===== src/rtl/timer_regs.sv =====
// CPU register front end for the millisecond timer: holds the duration,
// launches the timer, and latches expiry into a maskable interrupt.
module timer_regs #(
  parameter int TIME_W = 16
) (
  input  logic              clk,
  input  logic              rst,
  input  logic [1:0]        addr,
  input  logic              wr_en,
  input  logic [7:0]        wr_data,
  input  logic              rd_en,
  output logic [7:0]        rd_data,
  input  logic              timer_done,
  output logic [TIME_W-1:0] time_ms,
  output logic              start,
  output logic              irq
);

  // state   | meaning
  // IDLE    | timer not launched, waiting for a START write
  // LAUNCH  | start pulse to timer this cycle
  // RUN     | timer counting, waiting for done
  typedef enum logic [1:0] {
    IDLE   = 2'd0,
    LAUNCH = 2'd1,
    RUN    = 2'd2
  } state_t;

  state_t      state_q, state_d;
  logic [7:0]  time_lo_q, time_lo_d;
  logic [7:0]  time_hi_q, time_hi_d;
  logic        ie_q, ie_d;
  logic        auto_q, auto_d;
  logic        pending_q, pending_d;
  logic        overrun_q, overrun_d;
  logic [7:0]  rd_data_q, rd_data_d;

  logic        ctrl_wr;
  logic        start_wr;
  logic        clr_wr;
  logic        running;
  logic        expiry;

  assign ctrl_wr  = wr_en && (addr == 2'd2);
  assign start_wr = ctrl_wr && wr_data[0];
  assign clr_wr   = ctrl_wr && wr_data[3];
  assign running  = (state_q == LAUNCH) || (state_q == RUN);
  assign expiry   = (state_q == RUN) && timer_done;

  always_comb begin
    state_d = state_q;
    unique case (state_q)
      IDLE:    if (start_wr) state_d = LAUNCH;
      LAUNCH:  state_d = RUN;
      RUN:     if (timer_done) state_d = auto_q ? LAUNCH : IDLE;
      default: state_d = IDLE;
    endcase
  end

  always_comb begin
    time_lo_d = time_lo_q;
    time_hi_d = time_hi_q;
    ie_d      = ie_q;
    auto_d    = auto_q;
    if (wr_en) begin
      unique case (addr)
        2'd0: time_lo_d = wr_data;
        2'd1: time_hi_d = wr_data;
        2'd2: begin
          ie_d   = wr_data[1];
          auto_d = wr_data[2];
        end
        default: ;
      endcase
    end
  end

  // An expiry coinciding with IRQ_CLR still leaves pending set but drops overrun.
  always_comb begin
    pending_d = pending_q;
    overrun_d = overrun_q;
    if (clr_wr) begin
      pending_d = 1'b0;
      overrun_d = 1'b0;
    end
    if (expiry) begin
      pending_d = 1'b1;
      if (pending_q && !clr_wr) overrun_d = 1'b1;
    end
  end

  always_comb begin
    rd_data_d = rd_data_q;
    if (rd_en) begin
      unique case (addr)
        2'd0:    rd_data_d = time_lo_q;
        2'd1:    rd_data_d = time_hi_q;
        2'd2:    rd_data_d = {5'b0, auto_q, ie_q, 1'b0};
        default: rd_data_d = {4'b0, overrun_q, running, pending_q, timer_done};
      endcase
    end
  end

  always_ff @(posedge clk or posedge rst) begin
    if (rst) begin
      state_q   <= IDLE;
      time_lo_q <= 8'h00;
      time_hi_q <= 8'h00;
      ie_q      <= 1'b0;
      auto_q    <= 1'b0;
      pending_q <= 1'b0;
      overrun_q <= 1'b0;
      rd_data_q <= 8'h00;
    end else begin
      state_q   <= state_d;
      time_lo_q <= time_lo_d;
      time_hi_q <= time_hi_d;
      ie_q      <= ie_d;
      auto_q    <= auto_d;
      pending_q <= pending_d;
      overrun_q <= overrun_d;
      rd_data_q <= rd_data_d;
    end
  end

  assign time_ms = {time_hi_q, time_lo_q};
  assign start   = (state_q == LAUNCH);
  assign irq     = pending_q && ie_q;
  assign rd_data = rd_data_q;

endmodule


===== config.mk =====
export PLATFORM = sky130hd
export DESIGN_NAME = timer_regs
export DESIGN_NICKNAME = d
export VERILOG_FILES = /design/src/rtl/timer_regs.sv
export SDC_FILE = /design/constraint.sdc
export NUM_CORES = 1
export LEC_CHECK = 0
export BUFFER_PORTS_ARGS = -buffer_cell sky130_fd_sc_hd__buf_4
export CAP_MARGIN = 20
export CORE_MARGIN = 10
export CORE_UTILIZATION = 35
export CTS_CLUSTER_DIAMETER = 30
export DETAILED_ROUTE_END_ITERATION = 16
export GPL_ROUTABILITY_DRIVEN = 1
export SYNTH_ARGS = -nofsm -noshare
export SYNTH_HDL_FRONTEND = slang
export SYNTH_SLANG_ARGS = --single-unit

===== constraint.sdc =====
create_clock -name clk -period 2.1 [get_ports clk]
set_input_delay 0 -clock clk [delete_from_list [all_inputs] [get_ports clk]]
set_output_delay 0 -clock clk [all_outputs]
set_load 0.01 [all_outputs]

==> results.yml <==
status:
  status: "finished clean"
synthesis:
  synthArstFlopShare_pct: 100
  ys.flop_type: "dfrtp_1"
  syn_avg_cell_area_sq_um: 13.6
  ys_warn_count: 0
  ys_seq_area_share_pct: 53.2
  synth_area_leaders: "dfrtp_1 53%, mux2_2 17%, ha_1 3.5%, mux4_2 3.2%, mux2i_1 2.8%"
  synth_area_sq_um: 1410
  synth_top_family_by_area: "multiplexers"
  yosysTopAreaCellShare_pct: 53.2
  synth-edff-count: 0
  synth_seq_cells: 30
  yosys.area.top_type: "dfrtp_1"
  syn_nets: 123
  synth.distinct_cells: 27
  synthAdderAreaFrac_pct: 3.55
  synth-simple-area-share_pct: 9.05
  synthCells: 104
  synth_compound_area_share_pct: 5.24
  synth_xor_area_share_pct: 0
  synthMuxAreaShare_pct: 24.9
route:
  final_antenna_net_count: 0
  drcViolationCount: 0
  via_count: 1013
  dr.pass1.iters: 2
  detail_route.wl_per_cell_um: 16.8
  routed_wl_mm: 3.52
  via_per_inst: 4.85
  drt-initial-drc-count: 44
setup_path:
  cp_data_required_time_ns: 2.26
  startpoint: "state_q[0]"
  timing.rr.start: "state_q[0]"
  startpoint_type: "flip-flop"
  critPathCaptureType: "flip-flop"
  worstPathCellList: "inv_1, ha_1, mux4_2, mux2_4"
  slowest_stage: "mux4_2"
  critPathArrivalTime_ns: 1.77
  r2r_slack_ns: 0.49
  path_class: "reg2reg"
  ff2ff_path_depth: 4
  cp_max_fo: 5
  crit_family: "multiplexers"
  r2r-end: "rd_data[2]"
  max_stage_delay_ns: 0.46
  path_buf_inv: 1
clocking:
  post_cts_buffers: 0
  cts.sinks: 30
  clkLatencyLatePin_ns: 0.28
  cts-root-buf: "clkbuf_8"
  cts_tree: "built"
  cts_max_level: 2
  clockBufferDepth: 2
  clk_pin_slew_ns: 0.06
  numCtsBuffers: 5
place:
  place_hpwl_mm: 2.54
  portBuffers: 40
  gp_congestion: 0.746
timing:
  fin_skew_ns: 0.00496
  final-hold-violation-count: 0
  finalSetupViolCount: 0
  fmax_mhz: 621
  rsz0062_at_grt: "no"
  worst_slew_pin_slew_ns: 0.470
  relSlewSlack_pct: 68.7
  fin_hold_ws_ns: 0.0281
  period_minus_slack_ns: 1.61
  drv_slew: 0
  finalCritPeriodShare_pct: 76.6
  fin_tns_setup_ns: 0
die:
  fp.dieH_um: 83.5
  die_area_sq_um: 6970
  rows: 23
  fp.coreArea_sq_um: 3940
  num_io_pins: 41
  die_width_um: 83.5
  start_util_pct: 35.8
power:
  powerDensity_nw_per_um2: 954
  cellLeakagePower_nw: 0.926
  ir_drop_mv: 0.454
cells_and_area:
  layout_commonest_cell: "buf_4"
  multiInputGateArea_sq_um: 603
  nets: 177
  regArea_sq_um: 751
  final_cell_mix: "41 x buf_4, 30 x dfrtp_1, 21 x mux2_2"
  n_antenna_cell: 0
  drive_gt1_share_pct: 47.2
  fillers: 369
  area_delta_synth_final_pct: 37.7
  final_util_pct: 49.3
grt:
  grt_max_degree: 31
  antenna_found_initial: 0
  grt_pass1_vias: 1130
  grt_overflow: 0
  grt_first_pass_wirelength_mm: 5.80
  grt_util_all_layers_pct: 10.3
flow_run:
  maxCapViolCount: 0
worst_hold_path:
  hp-class: "in2reg"
  min_path_cells: 2
  hold_path_end: "rd_data[3]"
  worstHoldStart: "rd_en"
## flip-flops by register name, indices dropped and copies added (netlist names)
signal	cells
time_hi_q	8
time_lo_q	8
ie_q	1
auto_q	1
overrun_q	1
rd_data	8
state_q	2
pending_q	1
## worst max-delay path by stage
stage | slack [ns] | to | depth (start not counted)
final | 0.49 | rd_data[2] | 4
after detailed placement | 0.49 | rd_data[2] | 4
after global placement | 0.52 | rd_data[2] | 4
after global routing | 0.41 | rd_data[2] | 4
after floorplan | 0.56 | rd_data[2] | 4
after CTS | 0.49 | rd_data[2] | 4
## synth_stat cells, drive strengths merged, types with 2 or more instances
master / n
dfrtp: 30
mux4: 2
nor2: 3
mux2i: 4
o22ai: 4
mux2: 23
a31oi: 2
nand3: 2
nor2b: 2
buf: 3
a21oi: 3
ha: 4
nand2: 3
and2: 2
inv: 7
## final cells by class
type	instances	area share (%)
tap	50	3.22
sequential	30	38.7
clock buffer	7	4.45
timing repair buffer	51	21.0
multi-input combinational	63	31.1
clock inverter	1	0.258
inverter	7	1.35
## timing repair
item,in CTS,in global routing
resized for setup,0,0
hold buffers,9,1
endpoints found under the hold margin,48,1
## through the flow
step,area [sq um],setup WS [ns],power [mW],std cells
2_1_floorplan,1410,0.558,1.12,104
3_3_place_gp,1750,0.525,1.36,191
3_5_place_dp,1750,0.487,1.39,191
4_1_cts,1930,0.485,1.88,208
5_1_grt,1940,0.405,1.98,209
6_report,1940,0.491,1.85,209
## where the power goes
part           internal [mW]  leakage, nW  total, mW  switching, mW
sequential             0.709        0.364      0.812          0.103
combinational          0.335        0.514      0.573          0.237
clock                  0.264       0.0482      0.468          0.204
total                   1.31        0.926       1.85          0.544
## metal layers
| layer | vias up | share of wire [%] | track usage [%] |
|---|---|---|---|
| met1 | 503 | 45 | 12.0 |
| li1 | 481 | - | - |
| met3 | 3 | 5.7 | 4.00 |
| met2 | 26 | 49 | 16.2 |
| met5 | - | 0 | 0 |
| met4 | 0 | 0.65 | 4.57 |
## cell families after synthesis
| group | Yosys count |
|---|---|
| muxes | 29 |
| and+or+nand+nor | 18 |
| adders and majority gates | 4 |
| AOI/OAI and AO/OA | 12 |
| buffers and inverters | 11 |
| DFF | 30 |
(Power assumes the default switching activity.)
